==> config.mk <==
export PLATFORM = sky130hd
export DESIGN_NAME = hazard_scoreboard_flat
export DESIGN_NICKNAME = d
export VERILOG_FILES = /design/src/rtl/hazard_scoreboard_if.sv /design/src/rtl/hazard_scoreboard.sv /design/src/flat_wrapper.sv
export SDC_FILE = /design/constraint.sdc
export NUM_CORES = 1
export LEC_CHECK = 0
export BUFFER_PORTS_ARGS = -buffer_cell sky130_fd_sc_hd__buf_2
export CORE_AREA = 10 10 129 131
export DETAILED_ROUTE_END_ITERATION = 7
export DIE_AREA = 0 0 139 141
export PLACE_DENSITY = 0.88
export SETUP_SLACK_MARGIN = 0.15
export SLEW_MARGIN = 15
export SYNTH_ARGS = -nofsm -noshare
export SYNTH_HDL_FRONTEND = slang
export SYNTH_SLANG_ARGS = --single-unit
==> constraint.sdc <==
create_clock -name clk_i -period 3.65 [get_ports clk_i]
set_clock_uncertainty 0.05 [all_clocks]
set_input_delay 0.73 -clock clk_i [delete_from_list [all_inputs] [get_ports clk_i]]
set_output_delay 0.73 -clock clk_i [all_outputs]
set_load 0.02 [all_outputs]
==> src/rtl/hazard_scoreboard_if.sv <==
// Operand/forwarding/issue/writeback bundle between the pipeline and the hazard scoreboard.
interface hazard_scoreboard_if #(
    parameter int XLEN            = 32,
    parameter int NREGS           = 32,
    parameter int N_RD_PORTS      = 2,
    parameter int N_STAGES        = 2,
    parameter int MAX_OUTSTANDING = 4,
    parameter int SCW             = 16
);
    localparam int RW = $clog2(NREGS);
    localparam int OW = $clog2(MAX_OUTSTANDING + 1);

    logic                       flush_i;
    logic [N_RD_PORTS*RW-1:0]   rs_i;
    logic [N_RD_PORTS*XLEN-1:0] rs_data_i;
    logic [N_RD_PORTS*XLEN-1:0] rs_data_o;
    logic [N_STAGES-1:0]        fwd_valid_i;
    logic [N_STAGES-1:0]        fwd_rf_wr_en_i;
    logic [N_STAGES-1:0]        fwd_mem_read_i;
    logic [N_STAGES*RW-1:0]     fwd_rd_i;
    logic [N_STAGES*XLEN-1:0]   fwd_rd_data_i;
    logic                       issue_valid_i;
    logic                       issue_long_i;
    logic [RW-1:0]              issue_rd_i;
    logic                       wb_long_valid_i;
    logic [RW-1:0]              wb_long_rd_i;
    logic [XLEN-1:0]            wb_long_data_i;
    logic                       stall_o;
    logic                       load_use_stall_o;
    logic                       scb_stall_o;
    logic [NREGS-1:0]           busy_o;
    logic [OW-1:0]              outstanding_o;
    logic [SCW-1:0]             stall_count_o;

    modport master (
        output flush_i, rs_i, rs_data_i, fwd_valid_i, fwd_rf_wr_en_i, fwd_mem_read_i,
               fwd_rd_i, fwd_rd_data_i, issue_valid_i, issue_long_i, issue_rd_i,
               wb_long_valid_i, wb_long_rd_i, wb_long_data_i,
        input  rs_data_o, stall_o, load_use_stall_o, scb_stall_o, busy_o,
               outstanding_o, stall_count_o
    );

    modport slave (
        input  flush_i, rs_i, rs_data_i, fwd_valid_i, fwd_rf_wr_en_i, fwd_mem_read_i,
               fwd_rd_i, fwd_rd_data_i, issue_valid_i, issue_long_i, issue_rd_i,
               wb_long_valid_i, wb_long_rd_i, wb_long_data_i,
        output rs_data_o, stall_o, load_use_stall_o, scb_stall_o, busy_o,
               outstanding_o, stall_count_o
    );
endinterface

==> src/rtl/hazard_scoreboard.sv <==
// RAW forwarding, per-register busy scoreboard for long ops, load-use / WAW /
// outstanding-limit stalls and a saturating stall-cycle counter.
module hazard_scoreboard #(
    parameter int XLEN            = 32,
    parameter int NREGS           = 32,
    parameter int N_RD_PORTS      = 2,
    parameter int N_STAGES        = 2,
    parameter int MEM_READ_STAGE  = 1,
    parameter int MAX_OUTSTANDING = 4,
    parameter int SCW             = 16
) (
    input  logic clk_i,
    input  logic rst_i,
    hazard_scoreboard_if.slave bus
);
    localparam int RW = $clog2(NREGS);
    localparam int OW = $clog2(MAX_OUTSTANDING + 1);

    logic [NREGS-1:0]           busy_q;
    logic [NREGS-1:0]           busy_next;
    logic [OW-1:0]              outstanding_q;
    logic [SCW-1:0]             stall_count_q;
    logic [N_RD_PORTS*XLEN-1:0] rs_data;
    logic [RW-1:0]              rs_idx  [N_RD_PORTS];
    logic                       wb_hit  [N_RD_PORTS];
    logic                       lu_port [N_RD_PORTS];
    logic                       load_use;
    logic                       src_busy;
    logic                       waw;
    logic                       structural;
    logic                       scb_stall;
    logic                       stall;
    logic                       accept;

    // Operand resolution: stages are scanned oldest to youngest so the youngest
    // match overwrites, and the long writeback sits below every stage.
    always_comb begin
        rs_data  = bus.rs_data_i;
        load_use = 1'b0;
        src_busy = 1'b0;
        for (int p = 0; p < N_RD_PORTS; p++) begin
            rs_idx[p]  = bus.rs_i[p*RW +: RW];
            lu_port[p] = 1'b0;
            wb_hit[p]  = bus.wb_long_valid_i && (bus.wb_long_rd_i == rs_idx[p]) &&
                         (rs_idx[p] != '0);
            if (wb_hit[p])
                rs_data[p*XLEN +: XLEN] = bus.wb_long_data_i;
            for (int i = N_STAGES - 1; i >= 0; i--) begin
                if (bus.fwd_valid_i[i] && bus.fwd_rf_wr_en_i[i] &&
                    (bus.fwd_rd_i[i*RW +: RW] == rs_idx[p]) && (rs_idx[p] != '0)) begin
                    rs_data[p*XLEN +: XLEN] = bus.fwd_rd_data_i[i*XLEN +: XLEN];
                    lu_port[p] = (i < MEM_READ_STAGE) && bus.fwd_mem_read_i[i];
                end
            end
            load_use = load_use | lu_port[p];
            if (busy_q[rs_idx[p]] && !wb_hit[p])
                src_busy = 1'b1;
        end
    end

    assign waw        = bus.issue_valid_i && bus.issue_long_i && busy_q[bus.issue_rd_i];
    assign structural = bus.issue_valid_i && bus.issue_long_i &&
                        (outstanding_q == OW'(MAX_OUTSTANDING)) && !bus.wb_long_valid_i;
    assign scb_stall  = src_busy | waw | structural;
    assign stall      = load_use | scb_stall;
    assign accept     = bus.issue_valid_i && bus.issue_long_i && !stall;

    // Next busy vector: writeback clears first so a same-index issue set wins.
    always_comb begin
        busy_next = busy_q;
        if (bus.wb_long_valid_i)
            busy_next[bus.wb_long_rd_i] = 1'b0;
        if (accept && (bus.issue_rd_i != '0))
            busy_next[bus.issue_rd_i] = 1'b1;
    end

    // State update: reset clears all, flush clears tracking but not the perf counter.
    always_ff @(posedge clk_i) begin
        if (rst_i) begin
            busy_q        <= '0;
            outstanding_q <= '0;
            stall_count_q <= '0;
        end else begin
            if (stall && (stall_count_q != '1))
                stall_count_q <= stall_count_q + SCW'(1);
            if (bus.flush_i) begin
                busy_q        <= '0;
                outstanding_q <= '0;
            end else begin
                busy_q <= busy_next;
                if (accept && !bus.wb_long_valid_i)
                    outstanding_q <= outstanding_q + OW'(1);
                else if (!accept && bus.wb_long_valid_i && (outstanding_q != '0))
                    outstanding_q <= outstanding_q - OW'(1);
            end
        end
    end

    assign bus.rs_data_o        = rs_data;
    assign bus.stall_o          = stall;
    assign bus.load_use_stall_o = load_use;
    assign bus.scb_stall_o      = scb_stall;
    assign bus.busy_o           = busy_q;
    assign bus.outstanding_o    = outstanding_q;
    assign bus.stall_count_o    = stall_count_q;
endmodule

==> src/flat_wrapper.sv <==
// flat-port wrapper written by rule: the top's interface ports become plain ports
module hazard_scoreboard_flat 
#(
    parameter int XLEN            = 32,
    parameter int NREGS           = 32,
    parameter int N_RD_PORTS      = 2,
    parameter int N_STAGES        = 2,
    parameter int MEM_READ_STAGE  = 1,
    parameter int MAX_OUTSTANDING = 4,
    parameter int SCW             = 16
)
  (clk_i, rst_i, bus_flush_i, bus_rs_i, bus_rs_data_i, bus_fwd_valid_i, bus_fwd_rf_wr_en_i, bus_fwd_mem_read_i, bus_fwd_rd_i, bus_fwd_rd_data_i, bus_issue_valid_i, bus_issue_long_i, bus_issue_rd_i, bus_wb_long_valid_i, bus_wb_long_rd_i, bus_wb_long_data_i, bus_rs_data_o, bus_stall_o, bus_load_use_stall_o, bus_scb_stall_o, bus_busy_o, bus_outstanding_o, bus_stall_count_o);
  hazard_scoreboard_if #(.XLEN(XLEN), .NREGS(NREGS), .N_RD_PORTS(N_RD_PORTS), .N_STAGES(N_STAGES), .MAX_OUTSTANDING(MAX_OUTSTANDING), .SCW(SCW)) bus_i ();
  input  logic clk_i;
  input  logic rst_i;
  input wire logic [$bits(bus_i.flush_i)-1:0] bus_flush_i;
  input wire logic [$bits(bus_i.rs_i)-1:0] bus_rs_i;
  input wire logic [$bits(bus_i.rs_data_i)-1:0] bus_rs_data_i;
  input wire logic [$bits(bus_i.fwd_valid_i)-1:0] bus_fwd_valid_i;
  input wire logic [$bits(bus_i.fwd_rf_wr_en_i)-1:0] bus_fwd_rf_wr_en_i;
  input wire logic [$bits(bus_i.fwd_mem_read_i)-1:0] bus_fwd_mem_read_i;
  input wire logic [$bits(bus_i.fwd_rd_i)-1:0] bus_fwd_rd_i;
  input wire logic [$bits(bus_i.fwd_rd_data_i)-1:0] bus_fwd_rd_data_i;
  input wire logic [$bits(bus_i.issue_valid_i)-1:0] bus_issue_valid_i;
  input wire logic [$bits(bus_i.issue_long_i)-1:0] bus_issue_long_i;
  input wire logic [$bits(bus_i.issue_rd_i)-1:0] bus_issue_rd_i;
  input wire logic [$bits(bus_i.wb_long_valid_i)-1:0] bus_wb_long_valid_i;
  input wire logic [$bits(bus_i.wb_long_rd_i)-1:0] bus_wb_long_rd_i;
  input wire logic [$bits(bus_i.wb_long_data_i)-1:0] bus_wb_long_data_i;
  output wire logic [$bits(bus_i.rs_data_o)-1:0] bus_rs_data_o;
  output wire logic [$bits(bus_i.stall_o)-1:0] bus_stall_o;
  output wire logic [$bits(bus_i.load_use_stall_o)-1:0] bus_load_use_stall_o;
  output wire logic [$bits(bus_i.scb_stall_o)-1:0] bus_scb_stall_o;
  output wire logic [$bits(bus_i.busy_o)-1:0] bus_busy_o;
  output wire logic [$bits(bus_i.outstanding_o)-1:0] bus_outstanding_o;
  output wire logic [$bits(bus_i.stall_count_o)-1:0] bus_stall_count_o;
  assign bus_i.flush_i = bus_flush_i;
  assign bus_i.rs_i = bus_rs_i;
  assign bus_i.rs_data_i = bus_rs_data_i;
  assign bus_i.fwd_valid_i = bus_fwd_valid_i;
  assign bus_i.fwd_rf_wr_en_i = bus_fwd_rf_wr_en_i;
  assign bus_i.fwd_mem_read_i = bus_fwd_mem_read_i;
  assign bus_i.fwd_rd_i = bus_fwd_rd_i;
  assign bus_i.fwd_rd_data_i = bus_fwd_rd_data_i;
  assign bus_i.issue_valid_i = bus_issue_valid_i;
  assign bus_i.issue_long_i = bus_issue_long_i;
  assign bus_i.issue_rd_i = bus_issue_rd_i;
  assign bus_i.wb_long_valid_i = bus_wb_long_valid_i;
  assign bus_i.wb_long_rd_i = bus_wb_long_rd_i;
  assign bus_i.wb_long_data_i = bus_wb_long_data_i;
  assign bus_rs_data_o = bus_i.rs_data_o;
  assign bus_stall_o = bus_i.stall_o;
  assign bus_load_use_stall_o = bus_i.load_use_stall_o;
  assign bus_scb_stall_o = bus_i.scb_stall_o;
  assign bus_busy_o = bus_i.busy_o;
  assign bus_outstanding_o = bus_i.outstanding_o;
  assign bus_stall_count_o = bus_i.stall_count_o;
  hazard_scoreboard #(.XLEN(XLEN), .NREGS(NREGS), .N_RD_PORTS(N_RD_PORTS), .N_STAGES(N_STAGES), .MEM_READ_STAGE(MEM_READ_STAGE), .MAX_OUTSTANDING(MAX_OUTSTANDING), .SCW(SCW)) u_core (.clk_i(clk_i), .rst_i(rst_i), .bus(bus_i));
endmodule
Word level (Yosys, flattened, before mapping)
Cells that the tools add are included.
{"block": "totals", "ramBits": 0, "inputBits": 202, "reg_bits": 51, "out_inout_bits": 118, "romBits": 0, "latchBits": 0, "wordCells": 90, "mem_count": 0}
{"block": "classes", "n_div": 0, "bitwise_logic": 7, "n_mux": 24, "reduce_logical": 39, "eq_ne": 8, "order_cmp": 6, "n_shift": 0, "mul": 0, "n_addsub": 3}
{"operator": "2-to-1 mux 32 bit", "count": 8}
{"operator": "AND 32 bit", "count": 1}
{"operator": "NOT 32 bit", "count": 1}
{"operator": "OR 32 bit", "count": 1}
{"operator": "equality test 5 bit", "count": 6}
{"operator": "logical AND 1 bit", "count": 28}
{"operator": "less-than comparator 5 x 6 -> 1 bit (second input constant)", "count": 4}
{"operator": "adder 16 x 1 -> 16 bit (second input constant)", "count": 1}
{"operator": "inequality test 16 bit (second input constant)", "count": 1}
{"operator": "binary-select mux 1 bit (select 5 bit)", "count": 3}
{"operator": "nonzero test 5 bit", "count": 3}
{"operator": "demux 1 bit (select 5 bit)", "count": 2}
{"operator": ">= comparator 5 x 1 -> 1 bit (second input constant)", "count": 2}
{"operator": "2-to-1 mux 1 bit", "count": 9}
{"operator": "2-to-1 mux 3 bit", "count": 2}
{"operator": "logical NOT 1 bit", "count": 5}
{"operator": "OR 1 bit", "count": 4}
{"operator": "adder 3 x 1 -> 3 bit (second input constant)", "count": 1}
{"operator": "equality test 3 bit (second input constant)", "count": 1}
{"operator": "nonzero test 3 bit", "count": 1}
{"operator": "subtractor 3 x 1 -> 3 bit (second input constant)", "count": 1}
{"operator": "nonzero test 2 bit", "count": 1}
{"operator": "OR reduction 2 bit", "count": 1}

Longest topological paths before layout
Gate-level depths: netlist (run 1).
{"block": "logic_depth", "ltp_word": 17, "depth_mapped": 16, "ltp_nobuf": 12}

Worst setup path before layout (run 1)
No wires, ideal clock.
{"block": "synth_timing", "kind": "input port to flip-flop", "startpoint": "input bus_rs_i[0]", "endpoint": "register u_core.outstanding_q[2] (netlist: u_core.bus.outstanding_o[2])", "t_required_ns": 3.530, "arrival_time_ns": 3.681, "slack_ns": -0.151, "cell_stages": 16, "path_cell_list": "buf_4 -> buf_8 -> mux4_2 -> mux2i_1 -> o21a_1 -> a2111o_2 -> o211ai_4 -> nor2_2 -> buf_2 -> buf_2 -> nand2_1 -> fa_1 -> inv_1 -> or4_1 -> a21o_1 -> a21oi_1"}
{"block": "synth_via", "elab_chain_cells": 16}
{"element": "start, declared", "line_no": "flat_wrapper.sv:17", "rtl": "input wire logic [$bits(bus_i.rs_i)-1:0] bus_rs_i;"}
{"element": "parallel branches: the longest is 9 deep, another holds binary-select mux 1 bit (select 5 bit)"}
{"element": "OR 1 bit *", "line_no": "hazard_scoreboard.sv:65", "rtl": "assign stall = load_use | scb_stall;"}
{"element": "logical NOT 1 bit *", "line_no": "hazard_scoreboard.sv:66", "rtl": "assign accept = bus.issue_valid_i && bus.issue_long_i && !stall;"}
{"element": "logical AND 1 bit *", "line_no": "hazard_scoreboard.sv:66"}
{"element": "logical NOT 1 bit", "line_no": "hazard_scoreboard.sv:93", "rtl": "else if (!accept && bus.wb_long_valid_i && (outstanding_q != '0))"}
{"element": "logical AND 1 bit (2 in a row)", "line_no": "hazard_scoreboard.sv:93"}
{"element": "nonzero test 2 bit (no line)"}
{"element": "end signal, assigned", "line_no": "hazard_scoreboard.sv:92", "rtl": "outstanding_q <= outstanding_q + OW'(1);"}
{"element": "end signal, assigned", "line_no": "hazard_scoreboard.sv:94", "rtl": "outstanding_q <= outstanding_q - OW'(1);"}
{"element": "end, declared", "line_no": "hazard_scoreboard.sv:21", "rtl": "logic [OW-1:0] outstanding_q;"}
Every way passes the cells marked *. The select of a mux whose other input is x is not followed.
A chain may end at the register's enable or synchronous reset.

Worst setup path after layout (run 1)
{"block": "layout_timing", "startpoint": "input bus_rs_i[2]", "endpoint": "output bus_rs_data_o[7]"}
{"block": "layout_via", "elab_chain_cells": 6}
{"element": "equality test 5 bit", "line_no": "hazard_scoreboard.sv:44", "rtl": "wb_hit[p] = bus.wb_long_valid_i && (bus.wb_long_rd_i == rs_idx[p]) &&"}
{"element": "logical AND 1 bit (2 in a row)", "line_no": "hazard_scoreboard.sv:44"}
{"element": "2-to-1 mux 32 bit", "line_no": "hazard_scoreboard.sv:46", "rtl": "if (wb_hit[p])"}
{"element": "2-to-1 mux 32 bit", "line_no": "hazard_scoreboard.sv:49", "rtl": "if (bus.fwd_valid_i[i] && bus.fwd_rf_wr_en_i[i] &&"}
{"element": "2-to-1 mux 32 bit *", "line_no": "hazard_scoreboard.sv:49"}
{"element": "end, declared", "line_no": "flat_wrapper.sv:30", "rtl": "output wire logic [$bits(bus_i.rs_data_o)-1:0] bus_rs_data_o;"}
Every way passes the cells marked *; elsewhere a longest branch is shown, timed or not.

==> results of run 1 <==
[registers in the layout (all words and copies together) (netlist names)]
signal and flops:
u_core.bus.stall_count_o 16, u_core.bus.busy_o 32, u_core.bus.outstanding_o 3
[cells in the final DEF (no fill, tap or decap), types with 3 or more instances in the layout]
master | synthesis | routed
dfxtp_1 | 51 | 51
and3_1 | 5 | 5
buf_6 | 2 | 7
o21ai_0 | 154 | 90
o211ai_1 | 10 | 10
a22oi_1 | 3 | 3
or3b_2 | 3 | 3
clkbuf_4 | 0 | 8
clkbuf_16 | 0 | 7
inv_1 | 9 | 9
nand2_1 | 139 | 138
nor3_1 | 7 | 4
nand4b_1 | 8 | 8
xnor2_1 | 27 | 21
nor2_1 | 16 | 16
buf_12 | 0 | 7
xor2_1 | 5 | 5
nor3b_1 | 4 | 4
o21ai_1 | 15 | 79
or2_2 | 3 | 3
or4_1 | 7 | 5
nand3_1 | 32 | 32
mux4_2 | 17 | 17
nand3b_1 | 8 | 8
mux2i_1 | 83 | 83
buf_2 | 9 | 304
nor3_2 | 0 | 3
xnor2_2 | 0 | 6
diode_2 | 0 | 7
nor2b_1 | 6 | 5
nand4_1 | 11 | 11
o31ai_1 | 4 | 4
a21oi_1 | 39 | 39
buf_4 | 2 | 38
or3_1 | 12 | 11
[worst min-delay path: cells and delay by family, from the launching register on]
family,cells,cell delay [ns]
compound gates,2,0.13
flops,1,0.34
[routing by layer]
metal | track usage (%) | vias to the layer above | share of wire (%)
met3 | 6.382 | 77 | 11
li1 | - | 3488 | -
met1 | 30.84 | 3506 | 37
met5 | 0 | - | 0.16
met2 | 43.27 | 520 | 49
met4 | 9.061 | 6 | 3.1
[stage by stage]
stage,hold slack (ns),power [mW],cell area [um^2],utilization (%)
after floorplan,0.5093,0.9336,5728,-
after global placement,0.4225,1.193,7518,52.93
after detailed placement,0.4517,1.203,7518,52.93
after CTS,0.4619,1.682,7745,54.53
after global routing,0.4865,1.777,8051,56.69
final,0.4669,1.718,8059,56.74
[where the power goes]
group	switching (mW)	leakage, nW	internal [mW]
combinational	0.383	2.94	0.279
clock	0.230	0.0675	0.258
sequential	0.00737	0.411	0.561
total	0.620	3.42	1.10
[repair_timing]
| item | CTS | global route |
|---|---|---|
| gates resized for setup | 7 | 35 |
| setup endpoints to repair | 25 | 52 |
| cloned | 2 | 3 |
| pin swaps | 1 | 8 |
| setup buffers | 0 | 16 |
| hold buffers | 0 | 0 |
[worst paths after layout]
path	startpoint	endpoint	slack [ns]	cells past startpoint
worst min-delay path	u_core.bus.stall_count_o[10]	u_core.bus.stall_count_o[10]	0.47	2
worst max register to register	u_core.bus.busy_o[11]	u_core.bus.outstanding_o[2]	0.49	12
worst min register to register	u_core.bus.stall_count_o[10]	u_core.bus.stall_count_o[10]	0.47	2
worst max-delay path	bus_rs_i[2]	bus_rs_data_o[7]	0.20	10
[kinds of logic after synthesis]
kind of cell | synth area share (%)
AOI/OAI and AO/OA | 24.07
xor gates and xnor gates | 4.946
adders and majority gates | 0.5741
buffers and inverters | 6.359
DFF | 18.02
muxes | 22.01
and+or+nand+nor | 24.02
[area by class of cell]
cell class | count | area [um^2] | area share (%)
multi-input cells | 654 | 4412 | 54.74
repair buffers | 368 | 2196 | 27.25
flip-flops and latches | 51 | 1021 | 12.67
well taps | 184 | 230.2 | 2.857
clock buffers | 6 | 128.9 | 1.599
inverters | 10 | 37.54 | 0.4658
diodes | 7 | 17.52 | 0.2174
clock inverters | 2 | 16.27 | 0.2018
==> results.md, run 1 <==
- Max-slew violation count: 0
- Post-Syn Area: ~5700 um^2
- Worst path bufs/invs: 4
- Final hold vios: 0
- Die span in x: between 100 and 150 um
- FMAX: 289.8 MHz
- TNS Setup: 0 ns
- Starting Density: 39.90%
- Worst-path cell chain: clkbuf_4 > nor2_1 > nor4b_4 > buf_4 > or4_4 > buf_12 > nand2_1 > o21ai_0 > o21ai_1 > buf_4
- Via-to-Cell Ratio: roughly 6
- DIE AREA: ~20000 um^2
- Pleak: 3.423 nW
- Fin crit share: a little over nine tenths
- Worst skew pair latency: 0.30 ns
- Status: finished clean
- PortBufs: around 320
- DRT Pass-1 Iters: 7
- Max VDD drop: 0.2851 mV
- Pin count of the biggest net entering global routing: between 60 and 70
- Final Critical Period: 3.451 ns
- Crit-path leading delay family: simple AND/OR/NAND/NOR gates
- Top cell type's share of synthesized area: 18.02%
- Clock buffer depth: 2
- Register area share after synthesis: 18.02%
- Hold Path Class: reg -> reg
- RSZ-0062 raised after global routing: true
- Placer Congestion: 1.027
- Arr. time, crit path: 2.67 ns
- Die Span Y: 141 um
- Antenna violations before repair: 9
- Main synth FF type: dfxtp_1
- CTS tree: done
- Vias in the first global route: roughly 7000
- Fin worst setup slack: 0.1994 ns
- Reg clk slew, reported paths: 0.07 ns
- Row count: 44
- Tightest Pin Transition: 0.9262 ns
- Avg Cell Area, Syn: 7.210 um^2
- Synth top area cells: dfxtp_1 18%, mux2i_1 15%, o21ai_0 14%
- Ratio of cells with drive above 1 in the final layout: 39.32%
- Num Clock Sinks: 51
- Mapped Nets: 990
- Startpoint types: input pin
- Total wire length: 28.36 mm
- Filler Cell Count: ~1300
- DRC: 0
- Top cells by count, synth: 154 x o21ai_0, 139 x nand2_1, 83 x mux2i_1, 52 x clkbuf_1, 51 x dfxtp_1
- Number of flops mapped to enable cells by yosys: 0
- Yosys reg bits: 51
- Cell count after placement: 1246
- Core area: 14200 um^2
- Layout Cells excl Fill: 1282
- Starting DRT DRC Count: ~930
- Area leader, netlist: dfxtp_1
- Max-slew headroom at the worst pin: 38.03%
- CP max stage cell: or4_4
- Vias: roughly 7600
- Root buffer cell: clkbuf_16
- Synthesized instance count: 786
- Most used cell, CP: buf_4
- Synth warn: 0
- Area grow syn2layout: 42.22%
- Crit end category: primary output
- CP max FO: 32
- Ys async rst share: 0%
- Nets: approximately 1300
- Setup Viol. Count Final: 0
- DP HPWL: 21.67 mm
- Critical path type: in -> out
- MaxCap Viol Count: 0
- Count leader, synth: o21ai_0
- First-pass GRT wire length: roughly 41 mm
- Drt wl/cell: 22.12 um
- GRT overflow: 0
- Worst setup slack after placement: -0.1344 ns
- TritonCTS Buffers: 5
- GRT Util Overall: 25.59%
- Final ANT Viol Nets: 0
- Top-level I/O count: 320
- Pwr dens: 213.2 nW/um^2
- Worst path max stage delay: 0.60 ns
- H-tree Lvls: 2
- Synth cell types: between 60 and 70
- CP required: 2.87 ns
Note: power is estimated with default switching activity, not from simulation.
==> run 2: changes to the inputs <==
clock period = 3.12 ns   (was 3.65 ns; I/O delays follow)
==> results.md, run 2 (same netlist as run 1, synthesis figures left out) <==
- CTS tree: done
- Row count: 44 (unchanged)
- TritonCTS Buffers: 5 (unchanged)
- Final hold vios: 0 (unchanged)
- Die span in x: 139 um (unchanged)
- Post-DP Area: 7966 um^2 (+6.0%)
- PortBufs: 318 (unchanged)
- Max VDD drop: 0.4674 mV (+64%)
- Number of hold buffers added after cts: 0 (unchanged)
- Num Clock Sinks: 51 (unchanged)
- DRC: 0 (unchanged)
- DP HPWL: 22.51 mm (+3.9%)
- Fin crit share: 101.8%
- Area grow syn2layout: 67.06%
- DRT Pass-1 Iters: 5 (-2)
- Startpoint types: input pin
- Vias in the first global route: 7585 (+8.4%)
- Root buffer cell: clkbuf_16
- Critical path type: in -> out
- Crit-path leading delay family: buffers and inverters
- Total wire length: 30.80 mm (+8.6%)
- Worst-path cell chain: buf_8 > buf_8 > xnor2_4 > nand4_1 > nor4_4 > buf_12 > buf_8 > mux2i_4 > nand2_1 > o21ai_1 > o21ai_1 > buf_4
- Final Critical Period: roughly 3.2 ns
- GRT overflow: 0 (unchanged)
- Worst path max stage delay: 0.30 ns (-0.30 ns)
- Max FFs per register: 32 (unchanged)
- Pleak: 4.036 nW (+18%)
- MaxCap Viol Count: 0 (unchanged)
- Most used cell, CP: buf_8
- Clock buffer depth: 2 (unchanged)
- Final Power: 2.288 mW (+33%)
- Ratio of cells with drive above 1 in the final layout: 48.45% (+9.1 points)
- Failing checks: negative setup slack
- Antenna violations before repair: 10 (+1)
- Commonest non-fill, non-tap cell in the layout: buf_2
- Max-slew headroom at the worst pin: 56.46% (+18 points)
- DIE AREA: 19600 um^2 (unchanged)
- Reg clk slew, reported paths: 0.07 ns (about the same)
- CP required: 2.45 ns (-0.42 ns)
- GRT Util Overall: 27.01% (+1.4 points)
- CP max FO: 11 (-66%)
- Worst skew pair latency: 0.30 ns (about the same)
- Top-level I/O count: 320 (unchanged)
- Cell count after placement: 1299 (+4.3%)
- Tightest Pin Transition: 0.6518 ns (-0.2744 ns)
- Worst setup slack after placement: -0.2717 ns (-0.1372 ns)
- Hold Path Class: reg -> reg
- Final ANT Viol Nets: 0 (unchanged)
- Arr. time, crit path: 2.50 ns (-0.17 ns)
- Crit end category: primary output
- Most frequent cells in the layout: 250 x buf_2, 130 x nand2_1, 119 x o21ai_1, 116 x buf_4, 73 x mux2i_1
- Pin count of the biggest net entering global routing: 65 (unchanged)
- RSZ-0062 raised after global routing: true
- CP max stage cell: nor4_4
- Fin area: 9467 um^2 (+17%)
- Placer Congestion: 0.9861 (-3.9%)
- FMAX: 314.8 MHz
- Via-to-Cell Ratio: 5.973 (+0.80%)
- Worst path bufs/invs: 5 (+1)
- Starting Density: 39.90% (unchanged)
- Core area: 14200 um^2 (unchanged)
- Starting DRT DRC Count: 974 (+4.8%)
- First-pass GRT wire length: 43.14 mm (+5.2%)
- Max-slew violation count: 0 (unchanged)
- Die Span Y: 141 um (unchanged)
- Layout Cells excl Fill: 1353 (+5.5%)
- Fin worst setup slack: -0.05656 ns (-0.2560 ns)
- Status: finished, violations left
- Drt wl/cell: 22.76 um (+2.9%)
- Vias: 8082 (+6.4%)
- Nets: 1368 (+5.7%)
- H-tree Lvls: 2 (unchanged)
- Pwr dens: 241.7 nW/um^2 (+13%)
- Setup Viol. Count Final: 22 (+22)
run 2: cell count changes in the layout (fill, tap and decap cells not counted), sizes merged:
cell | before | now
bufbuf | 1 | 0
bufinv | 0 | 1
diode | 7 | 5
inv | 11 | 10
buf | 357 | 437
clkbuf | 16 | 10
run 2: final timing paths:
path	startpoint	to	slack, ns	cells after the start
worst max-delay path	bus_rs_i[3]	bus_rs_data_o[23]	-0.06	12
worst min-delay path	u_core.bus.stall_count_o[14]	u_core.bus.stall_count_o[14]	0.46	2
worst max register to register	u_core.bus.busy_o[14]	u_core.bus.stall_count_o[6]	0.05	12
worst min register to register	u_core.bus.stall_count_o[14]	u_core.bus.stall_count_o[14]	0.46	2
run 2: per-stage QoR:
stage	setup TNS (ns)	hold WS (ns)	utilization, %
after floorplan	-1.927	0.5093	-
after global placement	-11.95	0.4221	56.09
after detailed placement	-13.49	0.4373	56.09
after CTS	-0.1845	0.4470	61.87
after global routing	-5.362	0.4769	66.58
final	-0.5756	0.4560	66.65
run 2: cell type report:
cell class | count | area [um^2]
multi-input combinational | 654 | 4706
timing repair buffer | 442 | 3297
clock inverter | 2 | 37.54
clock buffer | 5 | 125.1
inverter | 10 | 37.54
fill | 1087 | 4737
tap | 184 | 230.2
sequential | 51 | 1021
antenna | 5 | 12.51
run 2: tightest hold or removal path, stage by stage, from the launching register on:
cell and delay [ns]:
dfxtp_1 0.33, o31ai_1 0.07, a21oi_1 0.06
run 2: layer usage:
| layer | track usage [%] | vias up | wire (um) |
|---|---|---|---|
| li1 | - | 3634 | - |
| met5 | 0 | - | 110 |
| met1 | 29.58 | 3703 | 10190 |
| met3 | 9.036 | 144 | 3774 |
| met4 | 9.885 | 16 | 1426 |
| met2 | 47.54 | 585 | 15300 |
run 2: report_power, final:
part / switching (mW) / internal, mW / leakage, nW
registers: 0.00905 / 0.657 / 0.411
logic: 0.507 / 0.475 / 3.55
clock network: 0.265 / 0.375 / 0.0759
run 2: what timing repair did:
| item | CTS | global route |
|---|---|---|
| setup endpoints to repair | 77 | 81 |
| buffers inserted | 14 | 19 |
| hold endpoints to repair | 0 | 0 |
| resized for setup | 169 | 106 |
| cloned | 3 | 6 |
| pin swaps | 35 | 49 |
==> run 3: changes to the inputs <==
BUFFER_PORTS_ARGS = default   (was -buffer_cell sky130_fd_sc_hd__buf_2)
CORE_AREA = 10 10 124 126   (was 10 10 129 131)
DIE_AREA = 0 0 134 136   (was 0 0 139 141)
DONT_BUFFER_PORTS = 1   (was default)
PLACE_DENSITY = 0.7   (was 0.88)
clock period = 3.97 ns   (was 3.12 ns; I/O delays follow)
==> results.md, run 3 (same netlist as run 1, synthesis figures left out) <==
- Status: finished clean
- Max FFs per register: 32 (unchanged)
- PortBufs: 0 (-100%)
- FMAX: 272.7 MHz
- Via-to-Cell Ratio: 6.311 (+5.6%)
- Vias: 6172 (-24%)
- Met3 wire length: 2.945 mm (-22%)
- Nets: 1004 (-27%)
- Post CTS Setup Buffer Count: 0 (-14)
- GRT Util Overall: 24.02% (-3.0 points)
- GRT overflow: 0 (unchanged)
- Top-level I/O count: 320 (unchanged)
- H-tree Lvls: 2 (unchanged)
- Uppermost layer routed: met5
- Final Critical Period: 3.668 ns
- Wire length on met2: 12.26 mm (-20%)
- Pleak: 2.075 nW (-49%)
- Die span in x: 134 um (-3.6%)
- Commonest non-fill, non-tap cell in the layout: o21ai_0
- Core area: 12980 um^2 (-8.6%)
- Startpoint types: input pin
- CP required: 3.13 ns (+0.68 ns)
- Minimum hold slack: 0.5023 ns (+0.04631 ns)
- Drt wl/cell: 24.86 um (+9.2%)
- Num Clock Sinks: 51 (unchanged)
- Starting Density: 43.66% (+3.8 points)
- Row count: 42 (-4.5%)
- DP HPWL: 19.32 mm (-14%)
- Max-slew headroom at the worst pin: 36.97% (-19 points)
- Die Span Y: 136 um (-3.5%)
- Reg clk slew, reported paths: 0.08 ns (about the same)
- Setup Viol. Count Final: 0 (-100%)
- Ratio of cells with drive above 1 in the final layout: 15.73% (-33 points)
- Max-slew violation count: 0 (unchanged)
- DRC: 0 (unchanged)
- CTS tree: done
- Max VDD drop: 0.1595 mV (-66%)
- Most frequent cells in the layout: 154 x o21ai_0, 139 x nand2_1, 83 x mux2i_1, 76 x buf_4, 51 x dfxtp_1
- Antenna violations before repair: 1 (-9)
- Root buffer cell: clkbuf_16
- Critical path type: in -> out
- RSZ-0062 raised after global routing: false
- Total wire length: 24.31 mm (-21%)
- Crit end category: primary output
- Worst skew pair latency: 0.30 ns (about the same)
- DRT Pass-1 Iters: 5 (unchanged)
- Number of hold buffers added after cts: 0 (unchanged)
- Vias in the first global route: 5509 (-27%)
- First-pass GRT wire length: 34.93 mm (-19%)
- Met1 wire length: 8.831 mm (-13%)
- Clock buffer depth: 2 (unchanged)
- CP max FO: 32 (+21)
- TNS Setup: 0 ns (+0.5756 ns)
- Placer Congestion: 0.9608 (-2.6%)
- Pin count of the biggest net entering global routing: 65 (unchanged)
- Fin crit share: 92.39%
- Final hold vios: 0 (unchanged)
- Tightest Pin Transition: 0.9419 ns (+0.2902 ns)
- TritonCTS Buffers: 5 (unchanged)
- Pwr dens: 225.9 nW/um^2 (-6.5%)
- MaxCap Viol Count: 0 (unchanged)
- Final ANT Viol Nets: 0 (unchanged)
- DIE AREA: 18220 um^2 (-7.0%)
- Area grow syn2layout: 12.50%
- Starting DRT DRC Count: 556 (-43%)
- Arr. time, crit path: 2.82 ns (+0.32 ns)
- Hold Path Class: in -> reg
- CTS resizes: 0 (-100%)
==> run 3: layer usage <==
layer | vias up | GRT usage [%]
li1 | 2887 | -
met1 | 2921 | 27.83
met2 | 336 | 41.44
met3 | 26 | 9.483
met4 | 2 | 4.353
met5 | - | 0
==> run 3: area by class of cell <==
| cell class | count | area, um^2 |
|---|---|---|
| tap | 176 | 220.2 |
| timing repair buffer | 78 | 610.6 |
| multi-input combinational | 654 | 4315 |
| clock buffer | 6 | 128.9 |
| clock inverter | 2 | 38.79 |
| fill | 1274 | 6605 |
| sequential | 51 | 1021 |
| inverter | 10 | 37.54 |
| antenna | 1 | 2.502 |
==> run 3: worst paths after layout <==
kind | from | to | slack (ns) | cells after the start
setup / recovery | bus_rs_i[1] | bus_rs_data_o[31] | 0.30 | 9
hold / removal | rst_i | u_core.bus.stall_count_o[13] | 0.50 | 1
setup reg to reg | u_core.bus.busy_o[15] | u_core.bus.outstanding_o[2] | 0.72 | 11
hold reg to reg | u_core.bus.stall_count_o[6] | u_core.bus.stall_count_o[6] | 0.55 | 2
==> run 3: worst max-delay path, stage by stage <==
cell and delay [ns]:
nor2_1 0.12, nor4b_2 0.57, nor4_4 0.10, buf_4 0.33, mux2i_1 0.19, nand2_1 0.08
o21ai_0 0.07, o21ai_0 0.32, buf_4 0.22
==> run 3: power by group <==
group / total (mW) / switching [mW] / internal [mW]
sequential: 0.531 / 0.0151 / 0.516
combinational: 0.389 / 0.219 / 0.171
clock: 0.520 / 0.218 / 0.301
total: 1.44 / 0.452 / 0.988
==> run 3: stage by stage <==
step	area, um^2	std cells	utilization, %	setup WS [ns]	power [mW]
floorplan	5675	786	-	0.1095	0.8465
global placement	6205	969	47.80	0.3108	0.9280
detailed placement	6205	969	47.80	0.3414	0.9322
CTS	6372	977	49.09	0.3135	1.443
global route	6372	977	49.09	0.1694	1.487
finish	6375	978	49.11	0.3023	1.440
